[config.mk]
export PLATFORM = sky130hd
export DESIGN_NAME = cache_line_xfer_ctrl
export DESIGN_NICKNAME = d
export VERILOG_FILES = /design/src/rtl/cache_line_xfer_ctrl_pkg.sv /design/src/rtl/cache_xfer_skid_fifo.sv /design/src/rtl/cache_line_xfer_ctrl.sv
export SDC_FILE = /design/constraint.sdc
export NUM_CORES = 1
export LEC_CHECK = 0
export ABC_AREA = 1
export ABC_CLOCK_PERIOD_IN_PS = 25900
export BUFFER_PORTS_ARGS = -buffer_cell sky130_fd_sc_hd__buf_2
export CAP_MARGIN = 20
export CORE_AREA = 2 2 417 419
export DETAILED_ROUTE_END_ITERATION = 8
export DIE_AREA = 0 0 419 421
export GPL_TIMING_DRIVEN = 0
export PLACE_DENSITY_LB_ADDON = 0.1
export SKIP_LAST_GASP = 1
export SLEW_MARGIN = 5
export SYNTH_ARGS = -nofsm -noshare
export SYNTH_HDL_FRONTEND = slang
export SYNTH_SLANG_ARGS = --single-unit
[constraint.sdc]
create_clock -name clk -period 25.9 [get_ports clk]
set_input_delay 2.59 -clock clk [delete_from_list [all_inputs] [get_ports clk]]
set_output_delay 2.59 -clock clk [all_outputs]
set_load 0.03 [all_outputs]
[src/rtl/cache_line_xfer_ctrl_pkg.sv]
// Shared types and default geometry for the cache line transfer controller.
package cache_line_xfer_ctrl_pkg;

    // Data RAM geometry: beats of a line map onto distinct RAM splits.
    localparam int N_DATA_RAM_SPLIT   = 8;
    localparam int BANK_INDEX_WIDTH   = 12;

    localparam int DEF_BEATS          = N_DATA_RAM_SPLIT;
    localparam int DEF_LINE_IDX_WIDTH = BANK_INDEX_WIDTH - $clog2(N_DATA_RAM_SPLIT);
    localparam int DEF_DATA_WIDTH     = 256;

    typedef enum logic [1:0] {
        IDLE  = 2'd0,
        FILL  = 2'd1,
        EVICT = 2'd2,
        DONE  = 2'd3
    } xfer_state_e;

endpackage

[src/rtl/cache_xfer_skid_fifo.sv]
// Two-entry skid buffer holding evict beats read from the data RAM,
// each tagged with whether it is the final beat of the line.
module cache_xfer_skid_fifo #(
    parameter int DATA_WIDTH = 256
) (
    input  logic                  clk,
    input  logic                  rst,
    input  logic                  push,
    input  logic [DATA_WIDTH-1:0] push_data,
    input  logic                  push_last,
    input  logic                  pop,
    output logic [1:0]            count,
    output logic                  head_valid,
    output logic [DATA_WIDTH-1:0] head_data,
    output logic                  head_last
);

    logic [DATA_WIDTH-1:0] data_q [2];
    logic [DATA_WIDTH-1:0] data_d [2];
    logic [1:0]            last_q, last_d;
    logic                  wr_ptr_q, wr_ptr_d;
    logic                  rd_ptr_q, rd_ptr_d;
    logic [1:0]            count_q, count_d;
    logic                  do_pop;

    // Pointer/count update; push and pop in the same cycle are both honoured.
    always_comb begin
        do_pop   = pop && (count_q != 2'd0);
        data_d   = data_q;
        last_d   = last_q;
        wr_ptr_d = wr_ptr_q;
        rd_ptr_d = rd_ptr_q;
        if (push) begin
            data_d[wr_ptr_q] = push_data;
            last_d[wr_ptr_q] = push_last;
            wr_ptr_d         = ~wr_ptr_q;
        end
        if (do_pop) begin
            rd_ptr_d = ~rd_ptr_q;
        end
        count_d = count_q + {1'b0, push} - {1'b0, do_pop};
    end

    // Storage and control registers; payload needs no reset, tags and pointers do.
    always_ff @(posedge clk) begin
        data_q <= data_d;
        if (rst) begin
            last_q   <= '0;
            wr_ptr_q <= 1'b0;
            rd_ptr_q <= 1'b0;
            count_q  <= 2'd0;
        end else begin
            last_q   <= last_d;
            wr_ptr_q <= wr_ptr_d;
            rd_ptr_q <= rd_ptr_d;
            count_q  <= count_d;
        end
    end

    assign count      = count_q;
    assign head_valid = (count_q != 2'd0);
    assign head_data  = data_q[rd_ptr_q];
    assign head_last  = head_valid && last_q[rd_ptr_q];

endmodule

[src/rtl/cache_line_xfer_ctrl.sv]
// Whole-line refill/evict sequencer between the memory-side bus and the
// cache data RAM's memory-controller port.
module cache_line_xfer_ctrl
    import cache_line_xfer_ctrl_pkg::*;
#(
    parameter int BEATS          = DEF_BEATS,
    parameter int LINE_IDX_WIDTH = DEF_LINE_IDX_WIDTH,
    parameter int DATA_WIDTH     = DEF_DATA_WIDTH,
    localparam int BEAT_W        = $clog2(BEATS),
    localparam int CNT_W         = BEAT_W + 1
) (
    input  logic                             clk,
    input  logic                             rst,
    input  logic                             req_valid,
    output logic                             req_ready,
    input  logic                             req_rw,
    input  logic [LINE_IDX_WIDTH-1:0]        req_line_idx,
    input  logic                             fill_valid,
    output logic                             fill_ready,
    input  logic [DATA_WIDTH-1:0]            fill_data,
    output logic                             evict_valid,
    input  logic                             evict_ready,
    output logic [DATA_WIDTH-1:0]            evict_data,
    output logic                             evict_last,
    output logic                             done,
    output logic                             busy,
    output logic                             mc_en,
    output logic                             mc_rw,
    output logic [LINE_IDX_WIDTH+BEAT_W-1:0] mc_bank_index,
    output logic [DATA_WIDTH-1:0]            mc_din,
    input  logic                             mc_ready,
    input  logic [DATA_WIDTH-1:0]            mc_dout
);

    localparam logic [CNT_W-1:0] LAST_BEAT = CNT_W'(BEATS - 1);
    localparam logic [CNT_W-1:0] N_BEATS   = CNT_W'(BEATS);

    xfer_state_e               state_q, state_d;
    logic [LINE_IDX_WIDTH-1:0] line_q, line_d;
    logic [CNT_W-1:0]          wr_beat_q, wr_beat_d;
    logic [CNT_W-1:0]          rd_beat_q, rd_beat_d;
    logic                      inflight_q, inflight_d;
    logic                      inflight_last_q, inflight_last_d;

    logic                      fill_fire;
    logic                      rd_issue;
    logic                      pop;
    logic [2:0]                credit_used;
    logic [1:0]                fifo_count;
    logic                      fifo_valid;
    logic                      fifo_last;
    logic [DATA_WIDTH-1:0]     fifo_data;

    // State and counter registers; reset aborts any transfer in flight.
    always_ff @(posedge clk) begin
        if (rst) begin
            state_q         <= IDLE;
            line_q          <= '0;
            wr_beat_q       <= '0;
            rd_beat_q       <= '0;
            inflight_q      <= 1'b0;
            inflight_last_q <= 1'b0;
        end else begin
            state_q         <= state_d;
            line_q          <= line_d;
            wr_beat_q       <= wr_beat_d;
            rd_beat_q       <= rd_beat_d;
            inflight_q      <= inflight_d;
            inflight_last_q <= inflight_last_d;
        end
    end

    // Next-state and beat-counter logic.
    always_comb begin
        state_d         = state_q;
        line_d          = line_q;
        wr_beat_d       = wr_beat_q;
        rd_beat_d       = rd_beat_q;
        inflight_d      = rd_issue;
        inflight_last_d = rd_issue && (rd_beat_q == LAST_BEAT);
        unique case (state_q)
            IDLE: begin
                if (req_valid) begin
                    line_d    = req_line_idx;
                    wr_beat_d = '0;
                    rd_beat_d = '0;
                    state_d   = req_rw ? FILL : EVICT;
                end
            end
            FILL: begin
                if (fill_fire) begin
                    wr_beat_d = wr_beat_q + 1'b1;
                    if (wr_beat_q == LAST_BEAT) begin
                        state_d = DONE;
                    end
                end
            end
            EVICT: begin
                if (rd_issue) begin
                    rd_beat_d = rd_beat_q + 1'b1;
                end
                if (pop && fifo_last) begin
                    state_d = DONE;
                end
            end
            DONE: begin
                state_d = IDLE;
            end
            default: state_d = IDLE;
        endcase
    end

    // Output decode: handshakes and RAM port driven from the current state.
    always_comb begin
        req_ready   = (state_q == IDLE);
        busy        = (state_q == FILL) || (state_q == EVICT);
        done        = (state_q == DONE);
        fill_ready  = (state_q == FILL) && mc_ready;
        fill_fire   = fill_ready && fill_valid;
        evict_valid = fifo_valid;
        evict_data  = fifo_data;
        evict_last  = fifo_last;
        pop         = fifo_valid && evict_ready;
        // Slots committed after this edge: the beat popped now frees its slot,
        // which is what lets reads stream at one per cycle without overflow.
        credit_used = {1'b0, fifo_count} + {2'b0, inflight_q} - {2'b0, pop};
        rd_issue    = (state_q == EVICT) && (rd_beat_q < N_BEATS) && mc_ready &&
                      (credit_used < 3'd2);
        mc_en       = fill_fire || rd_issue;
        mc_rw       = fill_fire;
        mc_din      = fill_fire ? fill_data : '0;
        if (fill_fire) begin
            mc_bank_index = {line_q, wr_beat_q[BEAT_W-1:0]};
        end else if (rd_issue) begin
            mc_bank_index = {line_q, rd_beat_q[BEAT_W-1:0]};
        end else begin
            mc_bank_index = '0;
        end
    end

    // Read data lands one cycle after issue and is parked in the skid buffer.
    cache_xfer_skid_fifo #(
        .DATA_WIDTH(DATA_WIDTH)
    ) u_skid (
        .clk       (clk),
        .rst       (rst),
        .push      (inflight_q),
        .push_data (mc_dout),
        .push_last (inflight_last_q),
        .pop       (pop),
        .count     (fifo_count),
        .head_valid(fifo_valid),
        .head_data (fifo_data),
        .head_last (fifo_last)
    );

endmodule

==> summary.txt <==
STA
  – Maximum operating frequency: 0.134 GHz
  – Clk_skew: around 48 ps
  – Unrepaired setup endpoints after global routing: false
  – Hold Vio Cnt, Final: 0
  – Setup tns final: 0 ps
  – Worst slew pin tran: 1010 ps
  – Final min period: about 7500 ps
  – Final setup viols: 0
  – Period utilisation layout: 0.288
  – Pins Over Slew Limit: 0
  – Slew HR: 0.326

Route
  – Antenna-violating nets left: 0
  – 1st-pass router iterations: 5
  – DR iter-0 viols: 814
  – DR WL/cell: 24.2 microns
  – Routed vias: approximately 19000
  – Routed WL: 136000 microns
  – DR DRC count: 0
  – Drt via density: 3.30

Critical path
  – Reg2Reg Launch Point: u_skid.count[1]
  – Critical-path maximum fanout: 10
  – Worst EP arrival: 4860 ps
  – Req. time, crit path: 23310 ps
  – R2R Path End: rd_beat_q[1]
  – Worst-path cell chain: buf_2 -> nand2_1 -> inv_1 -> ha_1 -> inv_1 -> ha_1 -> inv_1 -> fa_1 -> nand2_1 -> nor2_2 -> nand2_2 -> buf_6 -> o22ai_1 -> buf_2
  – R2R Setup Slk: 23320 ps
  – CP endpoint kind: primary output
  – Max stage delay on crit path: 520 ps
  – Worst setup SP type: input port
  – Worst R2R Path Depth: 16
  – Crit path to: mc_bank_index[2]
  – Most frequent CP cell: inv_1
  – Number of stages on the worst setup path: 14
  – Cell family with most CP delay: adder cells
  – Critical path buffer and inverter count: 6
  – Critical path origin: evict_ready
  – Critical path's slowest cell: fa_1
  – Critical path class: in2out

Die
  – Die area: 176000 sq um
  – Top Ports: 1060
  – Cell Rows: 153
  – Die W: between 400 and 500 microns
  – Starting Density: 0.129
  – Die Y: 421 microns
  – Core area: 172000 sq um

GRT
  – First-pass GRT wire length: 175000 microns
  – Vias in the first global route: between 15000 and 20000
  – Total gr overflow: 0
  – Largest net degree at the start of global routing: 91
  – Total GRT Usage: 0.149
  – Initial antenna violation count: 103

Synth
  – Register area share after synthesis: 0.717
  – Top cell type's share of synthesized area: 0.693
  – Post-synthesis net count: about 2600
  – Area contributors post-synth: edfxtp_1 (69%), nand2_1 (14%), nor2_1 (4.9%)
  – Syn_area_per_cell: about 11 sq um
  – Synth cell count leaders: nand2_1 (808), edfxtp_1 (512), nor2_1 (291), inv_1 (285), buf_2 (44)
  – Post-synthesis cell area: roughly 22000 sq um
  – Synth cell types: 30
  – Most numerous cell in the Yosys netlist: nand2_1
  – Number of synthesized register bits: 539
  – Count of flip-flops with a built-in enable after synthesis: about 510
  – Cell taking the most area after synthesis: edfxtp_1
  – YS warnings: 0
  – Fraction of registers with async set/reset: 0
  – Ys flop type: edfxtp_1
  – Synth Instances: 2092

Finish
  – Final core utilization: 0.191
  – Post-route cell area: 32900 sq um
  – Multi-input gate area: 4680 sq um
  – Share of layout cells above drive strength 1: 0.381
  – P&R area growth vs syn: 48.5%
  – Nets: 3775
  – Layout fillers: 19300
  – FF/Latch Area: 15900 sq um

Clock tree
  – H-tree depth: 3
  – Worst-skew pair later-pin latency: between 600 and 700 ps
  – CTS clk-pin slew, worst paths: 60 ps
  – CTS sink cnt: about 540
  – # Post-CTS Setup Buffers: 0
  – Clk root buf: clkbuf_16
  – Hold Buf Count CTS: 0
  – TritonCTS clock tree: done
  – CTS buffer count: between 70 and 80
  – Post-cts resize count: 0
  – Maximum clock insertion buffer count: 3

Power
  – Internal power: 0.00178 W
  – Comb pwr share: 0.352
  – Pwr per Cell Area: about 92 nW/um^2
  – Peak supply drop: around 0.045 mV
  – Power after layout: 0.00302 W
  – Clock share of power: 0.307
  – Sw frac: 0.409
  – Leak: between 15 and 20 nW
  – Part of the power in registers: 0.341
  – Switching pwr: 0.00123 W

Placement
  – IO buf count: 1058
  – Hpwl dp: 111000 microns
  – RD Place Congestion: a little over 0.9
  – Placed cell areas: between 30000 and 40000 sq um

Worst hold path
  – Worst hold path type: reg2reg
  – Hold depth: 2

Run
  – Max_cap viols: 0

Outcome
  – Outcome: completed
kinds of logic after synthesis:
logic type,share of synthesized area
AO/OA/AOI/OAI,0.0118
adder cells (fa/ha/maj),0.00541
buffers and inverters,0.0722
flip-flops,0.717
AND/OR/NAND/NOR,0.193
metrics by stage:
stage                     setup slack [ps]  hold slack (ps)  std cells
after floorplan                      13920              448       2092
after global placement                3440              466       5475
after detailed placement             18420              469       5490
after CTS                            18410              483       5619
after global routing                 18250              505       5635
final                                18450              480       5643
worst min path at each step:
stage / start / end / slack (ps)
final: line_q[3] / line_q[3] / 480
after global routing: u_skid.last_q[1] / u_skid.last_q[1] / 500
after CTS: line_q[3] / line_q[3] / 480
after detailed placement: line_q[3] / line_q[3] / 470
after global placement: line_q[5] / line_q[5] / 470
after floorplan: line_q[0] / line_q[0] / 450
layout make-up:
class	count	area share
Antenna cell	24	0.00182
Clock inverter	39	0.00938
Tap cell	2325	0.0883
Timing Repair Buffer	1073	0.171
Multi-Input combinational cell	1173	0.142
Buffer	91	0.0157
Sequential cell	539	0.483
Clock buffer	90	0.0561
Inverter	289	0.0332
worst register-to-register path: cells and delay by family, from the launching register on:
kind,cells,cell delay [ps]
flops,1,390
fa+ha+maj,3,860
simple gates,9,950
buf+inv,4,250
routing by layer:
layer | global-route usage | routed length [microns] | part of all wire
met5 | 0 | 355 | 0.0026
met3 | 0.0501 | 11200 | 0.082
met1 | 0.140 | 44700 | 0.33
met4 | 0.0609 | 5550 | 0.041
met2 | 0.291 | 74600 | 0.55
power groups by stage:
stage               clock, W  sequential [W]  combinational (W)
floorplan                  0         0.00106           0.000621
global placement           0         0.00108            0.00109
detailed placement         0         0.00105            0.00110
CTS                 0.000976         0.00103            0.00110
global route         0.00100         0.00103            0.00115
finish              0.000928         0.00103            0.00106
cells in the final DEF (no fill, tap or decap), drive strengths merged:
master / instances
buf: 1140
nand2: 811
edfxtp: 512
nor2: 293
inv: 291
clkbuf: 114
clkinv: 35
dfxtp: 27
diode: 24
o21ai: 21
nand3: 14
a21boi: 10
ha: 8
a21oi: 7
nor3: 3
nand4: 2
o22ai: 1
and2: 1
or2: 1
fa: 1
clkinvlp: 1
bufinv: 1
flip-flops by register name, summed over array words and instances, names as in the netlist:
signal and cells:
line_q 9, rd_beat_q 4, u_skid.wr_ptr_q 1, u_skid.data_q 512
u_skid.count 2, u_skid.last_q 2, inflight_q 1, inflight_last_q 1
wr_beat_q 4, u_skid.rd_ptr_q 1, state_q 2
No activity file was read; power rests on OpenSTA's default activity.
